## src/rtl/ysyx_23060240_lsu.sv

```systemverilog
// ---------------------------------------------------------------------------
// ysyx_23060240_lsu
//
// Load/store unit between the execute stage and a word-wide data-memory bus.
// It accepts one access at a time. It classifies the access as no-op,
// illegal, misaligned or bus access. It aligns store data into byte lanes
// with a write mask. It extracts and sign- or zero-extends load data, and
// aborts bus accesses that take TIMEOUT cycles or more.
//
// Parameters
//   TIMEOUT         cycles allowed in REQ+RESP before abort (>= 1)
//
// Ports
//   clk, rst            clock, asynchronous active-high reset
//   in_valid/in_ready   request handshake from execute (ready only in IDLE)
//   mem_rd_en/wr_en     load / store enables, sampled on accept
//   memory_rd_ctrl      1 lb, 2 lbu, 3 lh, 4 lhu, 5 lw
//   memory_wr_ctrl      1 sb, 2 sh, 3 sw
//   addr, wdata         byte address, right-justified store data
//   out_valid/out_ready result handshake (valid only in DONE)
//   rdata, err          extended load data / failure flag
//   req_*               bus request channel (valid only in REQ)
//   resp_*              bus response channel (ready only in RESP)
//
// State table
//   state  | meaning
//   -------+--------------------------------------------------------------
//   IDLE   | waiting for in_valid; request fields latched on accept
//   REQ    | req_valid high, payload held until req_ready
//   RESP   | resp_ready high, waiting for resp_valid
//   DONE   | out_valid high, rdata/err held until out_ready
//
// Every output is either a register or a decode of the state register, so
// no input reaches an output combinationally.
// ---------------------------------------------------------------------------
module ysyx_23060240_lsu #(
  parameter int unsigned TIMEOUT = 255
) (
  input  logic        clk,
  input  logic        rst,
  input  logic        in_valid,
  output logic        in_ready,
  input  logic        mem_rd_en,
  input  logic        mem_wr_en,
  input  logic [2:0]  memory_rd_ctrl,
  input  logic [7:0]  memory_wr_ctrl,
  input  logic [31:0] addr,
  input  logic [31:0] wdata,
  output logic        out_valid,
  input  logic        out_ready,
  output logic [31:0] rdata,
  output logic        err,
  output logic        req_valid,
  input  logic        req_ready,
  output logic [31:0] req_addr,
  output logic        req_wen,
  output logic [31:0] req_wdata,
  output logic [3:0]  req_wmask,
  input  logic        resp_valid,
  output logic        resp_ready,
  input  logic [31:0] resp_rdata,
  input  logic        resp_err
);

  // Counter must be able to hold the value TIMEOUT itself.
  localparam int unsigned CW = (TIMEOUT < 2) ? 1 : $clog2(TIMEOUT + 1);
  localparam logic [CW-1:0] TO_VAL = CW'(TIMEOUT);

  localparam logic [2:0] RD_LB  = 3'd1;
  localparam logic [2:0] RD_LBU = 3'd2;
  localparam logic [2:0] RD_LH  = 3'd3;
  localparam logic [2:0] RD_LHU = 3'd4;
  localparam logic [2:0] RD_LW  = 3'd5;

  localparam logic [7:0] WR_SB  = 8'd1;
  localparam logic [7:0] WR_SH  = 8'd2;
  localparam logic [7:0] WR_SW  = 8'd3;

  typedef enum logic [1:0] {
    S_IDLE = 2'd0,
    S_REQ  = 2'd1,
    S_RESP = 2'd2,
    S_DONE = 2'd3
  } state_e;

  state_e        state_q, state_d;
  logic [CW-1:0] cnt_q, cnt_d, cnt_inc;
  logic          to_hit;

  logic [31:0]   rdata_q, rdata_d;
  logic          err_q, err_d;

  logic [31:0]   req_addr_q;
  logic          req_wen_q;
  logic [31:0]   req_wdata_q;
  logic [3:0]    req_wmask_q;
  logic          is_load_q;
  logic [2:0]    rd_ctrl_q;
  logic [1:0]    off_q;

  logic          accept;

  // -------------------------------------------------------------------------
  // Request classification and store lane alignment (evaluated in IDLE only)
  // -------------------------------------------------------------------------
  logic [1:0]  in_off;
  logic        rd_legal, wr_legal;
  logic        acc_half, acc_word;
  logic        acc_illegal, acc_misal, acc_noop;
  logic [31:0] st_wdata;
  logic [3:0]  st_wmask;

  always_comb begin
    in_off      = addr[1:0];
    rd_legal    = (memory_rd_ctrl >= RD_LB) && (memory_rd_ctrl <= RD_LW);
    wr_legal    = (memory_wr_ctrl >= WR_SB) && (memory_wr_ctrl <= WR_SW);
    acc_noop    = !mem_rd_en && !mem_wr_en;
    acc_illegal = (mem_rd_en && mem_wr_en)
                || (mem_rd_en && !rd_legal)
                || (mem_wr_en && !wr_legal);
    acc_half    = (mem_rd_en && ((memory_rd_ctrl == RD_LH) || (memory_rd_ctrl == RD_LHU)))
                || (mem_wr_en && (memory_wr_ctrl == WR_SH));
    acc_word    = (mem_rd_en && (memory_rd_ctrl == RD_LW))
                || (mem_wr_en && (memory_wr_ctrl == WR_SW));
    acc_misal   = (acc_half && in_off[0]) || (acc_word && (in_off != 2'b00));

    st_wdata    = wdata << {in_off, 3'b000};
    st_wmask    = 4'b0000;
    if (memory_wr_ctrl == WR_SB) begin
      st_wmask = 4'b0001 << in_off;
    end else if (memory_wr_ctrl == WR_SH) begin
      st_wmask = 4'b0011 << in_off;
    end else if (memory_wr_ctrl == WR_SW) begin
      st_wmask = 4'b1111;
    end
  end

  // -------------------------------------------------------------------------
  // Load data extraction from the bus word using the latched offset/code
  // -------------------------------------------------------------------------
  logic [31:0] ld_word;
  logic [31:0] ld_data;

  always_comb begin
    ld_word = resp_rdata >> {off_q, 3'b000};
    ld_data = ld_word;
    case (rd_ctrl_q)
      RD_LB:   ld_data = {{24{ld_word[7]}}, ld_word[7:0]};
      RD_LBU:  ld_data = {24'h000000, ld_word[7:0]};
      RD_LH:   ld_data = {{16{ld_word[15]}}, ld_word[15:0]};
      RD_LHU:  ld_data = {16'h0000, ld_word[15:0]};
      default: ld_data = ld_word;
    endcase
  end

  // -------------------------------------------------------------------------
  // FSM: state register
  // -------------------------------------------------------------------------
  always_ff @(posedge clk or posedge rst) begin
    if (rst) begin
      state_q <= S_IDLE;
      cnt_q   <= '0;
      rdata_q <= '0;
      err_q   <= 1'b0;
    end else begin
      state_q <= state_d;
      cnt_q   <= cnt_d;
      rdata_q <= rdata_d;
      err_q   <= err_d;
    end
  end

  // -------------------------------------------------------------------------
  // FSM: next state, timeout counter, result capture
  // -------------------------------------------------------------------------
  always_comb begin
    state_d = state_q;
    cnt_d   = cnt_q;
    rdata_d = rdata_q;
    err_d   = err_q;
    accept  = 1'b0;
    cnt_inc = cnt_q + 1'b1;
    // The cycle in which the count would reach TIMEOUT is the last one;
    // the abort wins over a handshake seen in that same cycle.
    to_hit  = (cnt_inc == TO_VAL);

    case (state_q)
      S_IDLE: begin
        if (in_valid) begin
          accept = 1'b1;
          cnt_d  = '0;
          if (acc_noop) begin
            state_d = S_DONE;
            rdata_d = '0;
            err_d   = 1'b0;
          end else if (acc_illegal || acc_misal) begin
            state_d = S_DONE;
            rdata_d = '0;
            err_d   = 1'b1;
          end else begin
            state_d = S_REQ;
          end
        end
      end

      S_REQ: begin
        cnt_d = cnt_inc;
        if (to_hit) begin
          state_d = S_DONE;
          rdata_d = '0;
          err_d   = 1'b1;
        end else if (req_ready) begin
          state_d = S_RESP;
        end
      end

      S_RESP: begin
        cnt_d = cnt_inc;
        if (to_hit) begin
          state_d = S_DONE;
          rdata_d = '0;
          err_d   = 1'b1;
        end else if (resp_valid) begin
          state_d = S_DONE;
          err_d   = resp_err;
          rdata_d = is_load_q ? ld_data : '0;
        end
      end

      S_DONE: begin
        if (out_ready) begin
          state_d = S_IDLE;
        end
      end

      default: begin
        state_d = S_IDLE;
      end
    endcase
  end

  // -------------------------------------------------------------------------
  // Request payload, latched once on accept and held for the whole access
  // -------------------------------------------------------------------------
  always_ff @(posedge clk or posedge rst) begin
    if (rst) begin
      req_addr_q  <= '0;
      req_wen_q   <= 1'b0;
      req_wdata_q <= '0;
      req_wmask_q <= '0;
      is_load_q   <= 1'b0;
      rd_ctrl_q   <= '0;
      off_q       <= '0;
    end else if (accept) begin
      req_addr_q  <= {addr[31:2], 2'b00};
      req_wen_q   <= mem_wr_en;
      req_wdata_q <= mem_wr_en ? st_wdata : '0;
      req_wmask_q <= mem_wr_en ? st_wmask : '0;
      is_load_q   <= mem_rd_en;
      rd_ctrl_q   <= memory_rd_ctrl;
      off_q       <= in_off;
    end
  end

  // -------------------------------------------------------------------------
  // Outputs
  // -------------------------------------------------------------------------
  assign in_ready   = (state_q == S_IDLE);
  assign req_valid  = (state_q == S_REQ);
  assign resp_ready = (state_q == S_RESP);
  assign out_valid  = (state_q == S_DONE);

  assign rdata      = rdata_q;
  assign err        = err_q;
  assign req_addr   = req_addr_q;
  assign req_wen    = req_wen_q;
  assign req_wdata  = req_wdata_q;
  assign req_wmask  = req_wmask_q;

endmodule

```

## config.mk

```make
export PLATFORM = sky130hd
export DESIGN_NAME = ysyx_23060240_lsu
export DESIGN_NICKNAME = d
export VERILOG_FILES = /design/src/rtl/ysyx_23060240_lsu.sv
export SDC_FILE = /design/constraint.sdc
export NUM_CORES = 1
export LEC_CHECK = 0
export ABC_AREA = 1
export ABC_CLOCK_PERIOD_IN_PS = 3500
export CAP_MARGIN = 25
export CELL_PAD_IN_SITES_DETAIL_PLACEMENT = 2
export CELL_PAD_IN_SITES_GLOBAL_PLACEMENT = 2
export CORE_MARGIN = 4
export CORE_UTILIZATION = 22
export CTS_CLUSTER_DIAMETER = 30
export DETAILED_ROUTE_END_ITERATION = 10
export PLACE_DENSITY = 0.79
export SKIP_LAST_GASP = 1
export SLEW_MARGIN = 5
export SYNTH_ARGS = -nofsm -noshare
export SYNTH_HDL_FRONTEND = slang
export SYNTH_SLANG_ARGS = --single-unit
```

## constraint.sdc

```tcl
create_clock -name clk -period 3.5 [get_ports clk]
set_input_delay 0.35 -clock clk [delete_from_list [all_inputs] [get_ports clk]]
set_output_delay 0.35 -clock clk [all_outputs]
set_load 0.005 [all_outputs]
```

Yosys cells after proc, flatten, opt, wreduce, memory -nomap -nowiden. Cells that the tools add are included.

Add/subtract/negate cells: 1. Order comparisons: 4. Eq/ne operators: 20. Shift operators: 4. Muxes and demuxes: 34. Reductions and logical operators: 31.

Operators with widths (number): 32-bit 2-to-1 mux (8); 32-bit case mux with 4 select lines (1); 32-bit case mux with 3 select lines (1); 32-bit by 5-bit << shifter with 32-bit output (1); 32-bit by 5-bit >> shifter with 32-bit output (1); 8-bit by 2-bit == test with 1-bit output, second input constant (2); 2-bit 2-to-1 mux (8); 4-bit 2-to-1 mux (4); 8-bit case mux with 2 select lines (1); 1-bit logical AND (12); 3-bit by 2-bit == test with 1-bit output, second input constant (3); 3-bit == test, second input constant (3); 8-bit by 1-bit adder with 8-bit output, second input constant (1); 8-bit by 1-bit == test with 1-bit output, second input constant (1); 8-bit == test, second input constant (1); 8-bit by 1-bit >= comparator with 1-bit output, second input constant (1); 8-bit by 2-bit less-or-equal comparator with 1-bit output, second input constant (1); 1-bit 2-to-1 mux (8); 8-bit 2-to-1 mux (1); 2-bit case mux with 4 select lines (1); 1-bit logical OR (7); 3-bit by 1-bit inequality test with 1-bit output, second input constant (2); 5-bit AND reduction (1); 2-bit == test, second input constant (2); other kinds (17) (22).

Register bits after elaboration: 116. Bits of input ports: 116. Output and inout port bits: 106. Logic and storage cells: 105.

Depth between registers and ports, before layout. Gate-level depths: netlist (run 1).

Depth in word-level cells: 11. Depth in mapped cells: 14. Gate-level depth less buffers: 13.

Least setup slack after synthesis (run 1). OpenSTA, ideal clock, no wires.

Kind: in2reg. From: in addr[1]. To: reg rdata_q[17] (netlist: rdata[17]). Library setup time: 65 ps. Arrival time: 2026 ps. Required time: 3435 ps. Path slack: 1409 ps. Stages: 14. Buffers on the path: 3. Path through: clkbuf_1 -> inv_2 -> clkbuf_1 -> ha_1 -> o22ai_1 -> nand2_1 -> nand2_1 -> nand2_1 -> nand3_1 -> nand2_1 -> nor2_4 -> buf_4 -> nand2_1 -> nand2_1.

Cells in the longest elaborated chain, start to end: 6.

RTL lines: start, declared (RTL line 47) `input logic [31:0] addr,`; 2-bit nonzero test (RTL line 125) `acc_misal = (acc_half && in_off[0]) || (acc_word && (in_off != 2'b00));`; 1-bit logical AND (RTL line 125); 1-bit logical OR (RTL line 125); 1-bit logical OR (RTL line 196) `end else if (acc_illegal || acc_misal) begin`; 3-bit by 1-bit inequality test with 1-bit output (no line); 5-bit AND reduction (no line); end signal, assigned (RTL line 168) `rdata_q <= rdata_d;`; end, declared (RTL line 90) `logic [31:0] rdata_q, rdata_d;`.

Every way passes these cells. A chain may end at the register's enable or synchronous reset.

Worst setup path after layout (run 1).
From: reg cnt_q[1]. To: reg rdata_q[22] (netlist: rdata[22]).

Cells in the longest elaborated chain, start to end: 4. Elaborated cells on any way between the ends: 7. Those cells by class: add/sub (1); eq/ne (3); mux (2); reduce/logical (1).

RTL lines: start, declared (RTL line 87) `logic [CW-1:0] cnt_q, cnt_d, cnt_inc;`; start signal, assigned (RTL line 167) `cnt_q <= cnt_d;`; 8-bit by 1-bit adder with 8-bit output (*) (RTL line 182) `cnt_inc = cnt_q + 1'b1;`; 8-bit == test (*) (RTL line 185) `to_hit = (cnt_inc == TO_VAL);`; 3-bit by 2-bit inequality test with 1-bit output (no line), or another cell as far along; 5-bit AND reduction (no line) or 32-bit case mux with 3 select lines (tied branches).

Every way passes the cells marked *; elsewhere a longest branch is shown, timed or not.

==> results of run 1 <==
routing by layer:
layer / part of all wire, % / up-vias / global-route usage [%] / wire [um]
met1: 44 / 3194 / 19.6 / 11100
met2: 48 / 164 / 28.4 / 12200
li1: - / 3080 / - / -
met5: 0.18 / - / 0 / 45
met4: 0.46 / 8 / 3.21 / 117
met3: 7.4 / 15 / 6.32 / 1880
registers in the layout, indices dropped and copies added (netlist names):
name / count
rdata: 32
state_q: 2
req_wdata: 32
req_wmask: 4
cnt_q: 8
rd_ctrl_q: 3
req_wen: 1
off_q: 2
err: 1
req_addr: 30
is_load_q: 1
area by class of cell:
cell class	instances	area [um2]
Tap cell	372	465
Clock buffer	19	453
Inverter	57	216
Clock inverter	13	149
Timing Repair Buffer	234	2320
Fill cell	3120	17900
Multi-Input combinational cell	616	2830
Sequential cell	116	2900
synthesized netlist by cell type, types with 2 or more instances:
library cell and n:
a21oi_1 52, a31oi_1 9, a32o_1 16, buf_2 9, buf_4 6, clkbuf_1 29, clkinv_1 2, dfrtp_1 116
ha_1 10, inv_1 52, inv_2 3, mux2i_1 7, nand2_1 374, nand3_1 19, nand3_2 2, nand4_1 3
nor2_1 42, nor2_2 2, nor3_1 2, o211ai_1 5, o21ai_0 50, o21ai_1 5, o22ai_1 5, or2_2 2
cell families (layout without fill, tap and decap cells):
family	after synthesis	in the layout	synth area share [%]
and+or+nand+nor	452	452	29.0
muxes	7	7	1.14
AOI/OAI and AO/OA	144	144	13.6
xor gates and xnor gates	1	1	0.143
DFF	116	116	47.2
other	1	2	0.0610
buffers and inverters	102	323	6.78
adders and majority gates	10	10	2.04
final timing paths:
kind	from	endpoint	slack (ns)	depth (start not counted)
worst max-delay path	cnt_q[1]	rdata[22]	0.88	13
worst min-delay path	rst	rdata[20]	0.46	2
worst max register to register	cnt_q[1]	rdata[22]	0.88	13
worst min register to register	rdata[26]	rdata[26]	0.48	2
max in group asynchronous	rst	req_wmask[3]	2.25	3
min in group clk	addr[28]	req_addr[28]	0.48	3
through the flow:
step	cells	hold slack [ns]	setup slack, ns
finish	1427	0.461	0.883
global route	1427	0.458	0.596
detailed placement	1395	0.463	0.702
floorplan	834	0.453	0.0776
global placement	1395	0.459	0.753
CTS	1427	0.448	0.818
worst reg2reg max path: cells and delay by family (launching register included):
family	cells	cell delay (ns)
adders and majority gates	1	0.20
DFF	1	0.44
and+or+nand+nor	12	1.93
power groups by stage:
stage          clock (mW)  sequential, mW  combinational, mW
2_1_floorplan           0            2.13               1.67
3_3_place_gp            0            2.16               3.26
3_5_place_dp            0            2.18               3.36
4_1_cts              1.87            2.17               3.39
5_1_grt              1.92            2.24               3.69
6_report             1.81            2.16               3.30
==> flow_summary.yaml, run 1 <==
status:
  outcome: "finished clean"
yosys:
  yosys.area.top_type: "dfrtp_1"
  synth_cells: 833
  syn_area_um2: 6140
  avgSynthCellArea_um2: 7.38
  ys_types: 35
  synth.yosys.warnings: 0
  synth_seq_area_share_pct: 47.2
  synth_area_leaders: "dfrtp_1 47%, nand2_1 23%, a21oi_1 4.2%"
  synth_edf_count: 0
  synth_ff_type: "dfrtp_1"
  synth_top_area_share_pct: 47.2
  synth_seq_cells: 116
  synth_async_sr_flop_share_pct: 100
clocking:
  cts_buffer_depth: 2
  cts_hold_buf: 0
  ctsResizeCount: 0
  cts_setup_buffers: 0
  clk_latency_ns: 0.42
  clock-sinks: 116
  cts_htree_levels: 4
  cts.clk_slew.worst_paths_ns: 0.06
  numCtsBuffers: 17
  cts_tree: "built"
  cts_root_buf: "clkbuf_16"
floorplanning:
  fp.dieArea_um2: 30700
  start_util_pct: 22.5
  core_area_um2: 27300
  core.rowCount: 60
  io_pins: 222
  die_w_um: 175
  die_h_um: 175
route:
  viasPerCell: 4.53
  ant_nets: 0
  vias: 6461
  first_pass_iters: 4
  detail_route.wirelength_um: 25400
  drt_iter0_drc: 269
  remaining_drc_errors: 0
  wl_per_cell_um: 17.8
layout:
  area_growth_pct: 51.9
  layout_common_cells: "373 x nand2_1, 219 x clkdlybuf4s50_1, 116 x dfrtp_1"
  fin_util_pct: 34.3
  antenna_cells: 0
  stdcell_area_um2: 9340
  nNetsFinal: 1168
  drive_gt1_share_pct: 5.78
  final_common_cell: "nand2_1"
power_and_ir_drop:
  p_comb_share_pct: 45.4
  p_int_mw: 4.41
  peakVddDrop_v: 0.000355
  seqPwrFrac_pct: 29.7
  p_leak_nw: 4.44
  p_clk_share_pct: 24.9
  power_density_nw_per_um2: 778
  switching_share_pct: 39.4
  power.total_mw: 7.26
  switchingPower_mw: 2.86
hold_path:
  min_path_type: "in -> async"
critical_path:
  crit_required_ns: 3.84
  critPathBufInv: 0
  crit_family: "simple AND/OR/NAND/NOR gates"
  crit_path_max_incr_delay_ns: 0.62
  arrival_ns: 2.96
  cpMaxStageDelayCell: "nor2_4"
  path_cells: "ha_1 > nand2_1 > nor2_2 > nand2_1 > nand2_1 > nand2_1 > nor2_2 > nand3_2 > nand2_1 > nand2_1 > nor2_4 > nand2_1 > nand2_1"
  cp-end-kind: "register"
  crit_path_start_kind: "register"
  cp_max_fo: 33
  worstSetupPathType: "reg -> reg"
  crit_top_cell: "nand2_1"
sta:
  tightest_slew_ns: 0.819
  rsz0062_at_grt: "no"
  setup_violations: 0
  hold_viol: 0
  fin_crit_ns: 2.62
  max_slew_margin_pct: 45.4
  fin_tns_setup_ns: 0
  fin_skew_ns: 0.0101
  final_min_period_over_clock_period_pct: 74.8
  timing.final.max_slew_violations: 0
  timing.fmax_mhz: 382
flow_run:
  cap_violations: 0
placement:
  port-buffer-count: 219
  gp_congestion: 0.829
  hpwl_um: 18700
  placed_area_um2: 8730
global_routing:
  grt_start_max_net_pins: 60
  grt_overflow: 0
  first_global_vias: 7293
  grt.total_usage_pct: 16.4
  grt_pass1_wl_um: 40400
  antenna_found_initial: 4
No activity file was read; power rests on OpenSTA's default activity.
==> run 2, diff against run 1 <==
Settings changed: ABC_CLOCK_PERIOD_IN_PS 3500 to 2600, CORE_UTILIZATION 22 to 24, PLACE_DENSITY 0.79 to 0.82.
Clock period 3.5 ns to 2.6 ns, I/O delays scaled along.
==> run 2 against run 1 <==
Net effect:
- critical path depth increased by 1
- register-to-register slack lost 0.49 ns
- fmax rose by 18%
- worst setup slack got worse by 0.49 ns
- sequential share of layout area is 0.096 points lower
- cell area increased by 0.31%
- sequential cell count is the same
- combinational power up 38%
- critical endpoint is now err
- largest power group unchanged
- highest routed layer unchanged
==> flow_summary.yaml, run 2 (synthesized netlist as in run 1, its figures left out) <==
status:
  outcome: "finished clean"
layout:
  nNetsFinal: 1174
  drive_gt1_share_pct: 6.04
  layout_common_cells: "373 x nand2_1, 219 x clkdlybuf4s50_1, 116 x dfrtp_1"
  register_area_um2: 2900
  multi_input_area_um2: 2830
  area_growth_pct: 52.4
  antenna_cells: 0
  final_common_cell: "nand2_1"
  fillers: 2898
route:
  viasPerCell: 4.66
  vias: 6478
  detail_route.wirelength_um: 25600
  first_pass_iters: 4
  wl_per_cell_um: 18.4
  ant_nets: 0
  remaining_drc_errors: 0
  drt_iter0_drc: 227
critical_path:
  crit_required_ns: 2.94
  cp_max_fo: 33
  path_cells: "ha_1 > nand2_1 > nor2_2 > nand2_1 > nand2_1 > nand2_1 > nor2_2 > nand3_2 > nand2_1 > nand2_1 > nor2_4 > buf_12 > nand3_1 > nand2_1"
  cpMaxStageDelayCell: "dfrtp_1"
  arrival_ns: 2.55
  crit_path_max_incr_delay_ns: 0.42
  rrSetupSlack_ns: 0.39
  crit_path_start_kind: "register"
  worstSetupPathType: "reg -> reg"
  cp-end-kind: "register"
  crit_top_cell: "nand2_1"
global_routing:
  grt_overflow: 0
  grt_pass1_wl_um: 40800
  grt.total_usage_pct: 18.1
  first_global_vias: 7269
  grt_start_max_net_pins: 38
  antenna_found_initial: 3
sta:
  hold_viol: 0
  timing.fmax_mhz: 452
  fin_tns_setup_ns: 0
  timing.final.max_slew_violations: 0
  max_slew_margin_pct: 58.6
  fin_crit_ns: 2.21
  rsz0062_at_grt: "no"
  final_min_period_over_clock_period_pct: 85.0
  fin_skew_ns: 0.0118
  tightest_slew_ns: 0.619
  setup_violations: 0
clocking:
  cts_buffer_depth: 2
  cts_setup_buffers: 0
  numCtsBuffers: 17
  cts_htree_levels: 4
  clock-sinks: 116
  clk_latency_ns: 0.41
  ctsResizeCount: 0
  cts_root_buf: "clkbuf_16"
  cts.clk_slew.worst_paths_ns: 0.06
  cts_tree: "built"
  cts_hold_buf: 0
power_and_ir_drop:
  power.total_mw: 9.93
  power_density_nw_per_um2: 1060
  p_leak_nw: 4.48
  peakVddDrop_v: 0.000467
placement:
  hpwl_um: 19000
  port-buffer-count: 219
  gp_congestion: 0.855
floorplanning:
  fp.dieArea_um2: 28200
  die_h_um: 168
  core.rowCount: 58
  io_pins: 222
  core_area_um2: 25200
  start_util_pct: 24.4
  die_w_um: 168
hold_path:
  min_path_type: "in -> async"
flow_run:
  cap_violations: 0
run 2: power breakdown:
| group | switching, mW | internal, mW |
|---|---|---|
| combinational | 2.46 | 2.08 |
| clock | 0.887 | 1.57 |
| sequential | 0.467 | 2.46 |
run 2: area by class of cell:
cell class              count  share of cell area [%]
clock inverters             9                    1.38
repair buffers            240                    25.6
clock buffers              21                    5.02
multi-input cells         616                    30.2
flip-flops and latches    116                    31.0
inverters                  57                    2.32
well taps                 330                    4.41
run 2: metal layers:
metal | global-route usage [%] | wire [um] | vias up | share of wire (%)
met4 | 4.23 | 217 | 6 | 0.85
met2 | 31.4 | 12600 | 170 | 49
li1 | - | - | 3092 | -
met5 | 0 | 42 | - | 0.16
met1 | 21.4 | 10800 | 3188 | 42
met3 | 6.53 | 1890 | 22 | 7.4
run 2: per-stage QoR:
step | std cells | hold WS, ns | cell area [um2] | util, % | worst slack, ns
global route | 1389 | 0.299 | 9360 | 37.2 | 0.133
finish | 1389 | 0.275 | 9360 | 37.2 | 0.390
floorplan | 834 | 0.370 | 6150 | - | 0.599
detailed placement | 1359 | 0.467 | 8760 | 34.8 | 0.274
CTS | 1389 | 0.276 | 9360 | 37.2 | 0.310
global placement | 1359 | 0.455 | 8760 | 34.8 | 0.356
run 2: worst max-delay path: cells and delay by family (launching register included):
family                     cells  cell delay (ns)
adders and majority gates      1             0.21
buffers and inverters          1             0.19
DFF                            1             0.42
and+or+nand+nor               12             1.32
run 2: worst paths after layout:
path / startpoint / depth (start not counted) / endpoint
worst max-delay path: cnt_q[1] / 14 / err
worst min-delay path: rst / 2 / req_addr[24]
worst max register to register: cnt_q[1] / 14 / err
worst min register to register: req_addr[31] / 2 / req_addr[31]
max in group asynchronous: rst / 3 / rdata[9]
min in group clk: addr[3] / 3 / req_addr[3]
==> run 3, diff against run 2 <==
Settings changed: ABC_CLOCK_PERIOD_IN_PS 2600 to 2200.
Clock period 2.6 ns to 2.2 ns, I/O delays scaled along.
==> run 3 against run 2 <==
Net effect:
- final cell count grew 1.2%
- clock skew shrank 0.0022 ns
- largest power group unchanged
- first-iteration DRC count grew 5.3%
==> flow_summary.yaml, run 3 (synthesized netlist as in run 1, its figures left out) <==
status:
  outcome: "finished clean"
clocking:
  cts_tree: "built"
  cts_root_buf: "clkbuf_16"
  clock-sinks: 116
  cts_buffer_depth: 2
  numCtsBuffers: 17
  cts.clk_slew.worst_paths_ns: 0.06
  clk_latency_ns: 0.42
  cts_htree_levels: 4
  cts_hold_buf: 0
global_routing:
  grt_overflow: 0
  first_global_vias: 7219
  grt_pass1_wl_um: 40300
  grt_start_max_net_pins: 82
  grt.total_usage_pct: 17.9
  antenna_found_initial: 0
placement:
  hpwl_um: 18600
  gp_congestion: 0.816
  port-buffer-count: 219
floorplanning:
  io_pins: 222
  core.rowCount: 58
  fp.dieArea_um2: 28200
  core_area_um2: 25200
  start_util_pct: 24.4
  die_w_um: 168
  die_h_um: 168
critical_path:
  cp_max_fo: 4
  arrival_ns: 2.44
  cp-end-kind: "register"
  rrSetupSlack_ns: 0.06
  worstSetupPathType: "reg -> reg"
  crit_top_cell: "nand2_1"
  reg2reg_to: "state_q[0]"
  reg2regPathDepth: 15
  crit_path_start_kind: "register"
  reg2reg_from: "cnt_q[0]"
  crit_path_max_incr_delay_ns: 0.41
  path_cells: "ha_4 > buf_4 > inv_1 > nand2_1 > nand2_1 > nor2_1 > nand2_1 > nor2_2 > nand3_4 > buf_4 > buf_4 > o21ai_1 > nand2_1 > o21ai_2 > nand2_1"
  critPathBufInv: 4
  crit_family: "simple AND/OR/NAND/NOR gates"
  cpMaxStageDelayCell: "dfrtp_1"
  crit_required_ns: 2.50
route:
  detail_route.wirelength_um: 26500
  remaining_drc_errors: 0
  first_pass_iters: 4
  vias: 6621
  ant_nets: 0
  wl_per_cell_um: 18.8
  drt_iter0_drc: 239
  viasPerCell: 4.71
sta:
  fin_skew_ns: 0.00955
  timing.final.max_slew_violations: 0
  fin_crit_ns: 2.14
  final_min_period_over_clock_period_pct: 97.3
  holdWs_ns: 0.264
  timing.fmax_mhz: 467
  hold_viol: 0
  fin_tns_setup_ns: 0
  rsz0062_at_grt: "yes"
  setup_violations: 0
layout:
  nNetsFinal: 1188
  fillers: 2855
  drive_gt1_share_pct: 9.03
  layout_common_cells: "364 x nand2_1, 219 x clkdlybuf4s50_1, 114 x dfrtp_1"
  multi_input_area_um2: 2920
  final_common_cell: "nand2_1"
  register_area_um2: 2910
  area_growth_pct: 56.9
power_and_ir_drop:
  power_density_nw_per_um2: 1270
  peakVddDrop_v: 0.000475
  p_leak_nw: 4.58
flow_run:
  cap_violations: 0
hold_path:
  min_path_type: "in -> async"
run 3: what timing repair did:
item,in CTS,in global routing
pin swaps,0,14
gates resized for setup,3,24
gates cloned,0,4
setup endpoints to repair,14,40
buffers inserted,0,8
run 3: how the worst max path moves through the flow:
| stage | startpoint | end | slack [ns] | cells after the start |
|---|---|---|---|---|
| floorplan | addr[1] | rdata[17] | 0.24 | 14 |
| global placement | addr[0] | rdata[23] | 0.09 | 13 |
| detailed placement | addr[0] | rdata[14] | -0.003 | 13 |
| CTS | cnt_q[0] | rdata[14] | 0.02 | 13 |
| global route | cnt_q[0] | state_q[0] | -0.07 | 15 |
| finish | cnt_q[0] | state_q[0] | 0.06 | 15 |
run 3: cell type report:
| class | instances | share of cell area, % |
|---|---|---|
| clock buffer | 18 | 4.55 |
| clock inverter | 13 | 1.31 |
| antenna | 1 | 0.0260 |
| inverter | 57 | 2.26 |
| tap | 330 | 4.28 |
| multi-input combinational | 616 | 30.3 |
| sequential | 116 | 30.1 |
| timing repair buffer | 254 | 27.2 |
run 3: where the power goes:
group          switching [mW]  internal (mW)  leakage, nW
combinational            3.17           2.89         2.79
sequential              0.559           2.91         1.53
clock                    1.15           1.59        0.265
run 3: worst reg2reg max path: cells and delay by family, from the launching register on:
| family | cells | cell delay, ns |
|---|---|---|
| simple gates | 8 | 0.78 |
| buf+inv | 4 | 0.42 |
| flops | 1 | 0.41 |
| compound gates | 2 | 0.22 |
| fa+ha+maj | 1 | 0.18 |
run 3: routing by layer:
layer | up-vias | track usage [%] | share of wire, %
met5 | - | 0 | 0
met4 | 0 | 4.09 | 1.5
met3 | 26 | 6.32 | 7.6
met2 | 192 | 31.0 | 49
met1 | 3282 | 21.4 | 41
li1 | 3121 | - | -
run 3: stage by stage:
stage                     instance area (um2)  setup WS (ns)  power [mW]  instances  util (%)
after detailed placement                 8800       -0.00283        9.04       1361      35.0
after floorplan                          6150          0.239        6.06        834         -
final                                    9640         0.0596        12.3       1405      38.3
after global routing                     9640        -0.0717        13.2       1404      38.3
after CTS                                9380         0.0231        11.9       1392      37.3
after global placement                   8800         0.0859        8.81       1361      35.0
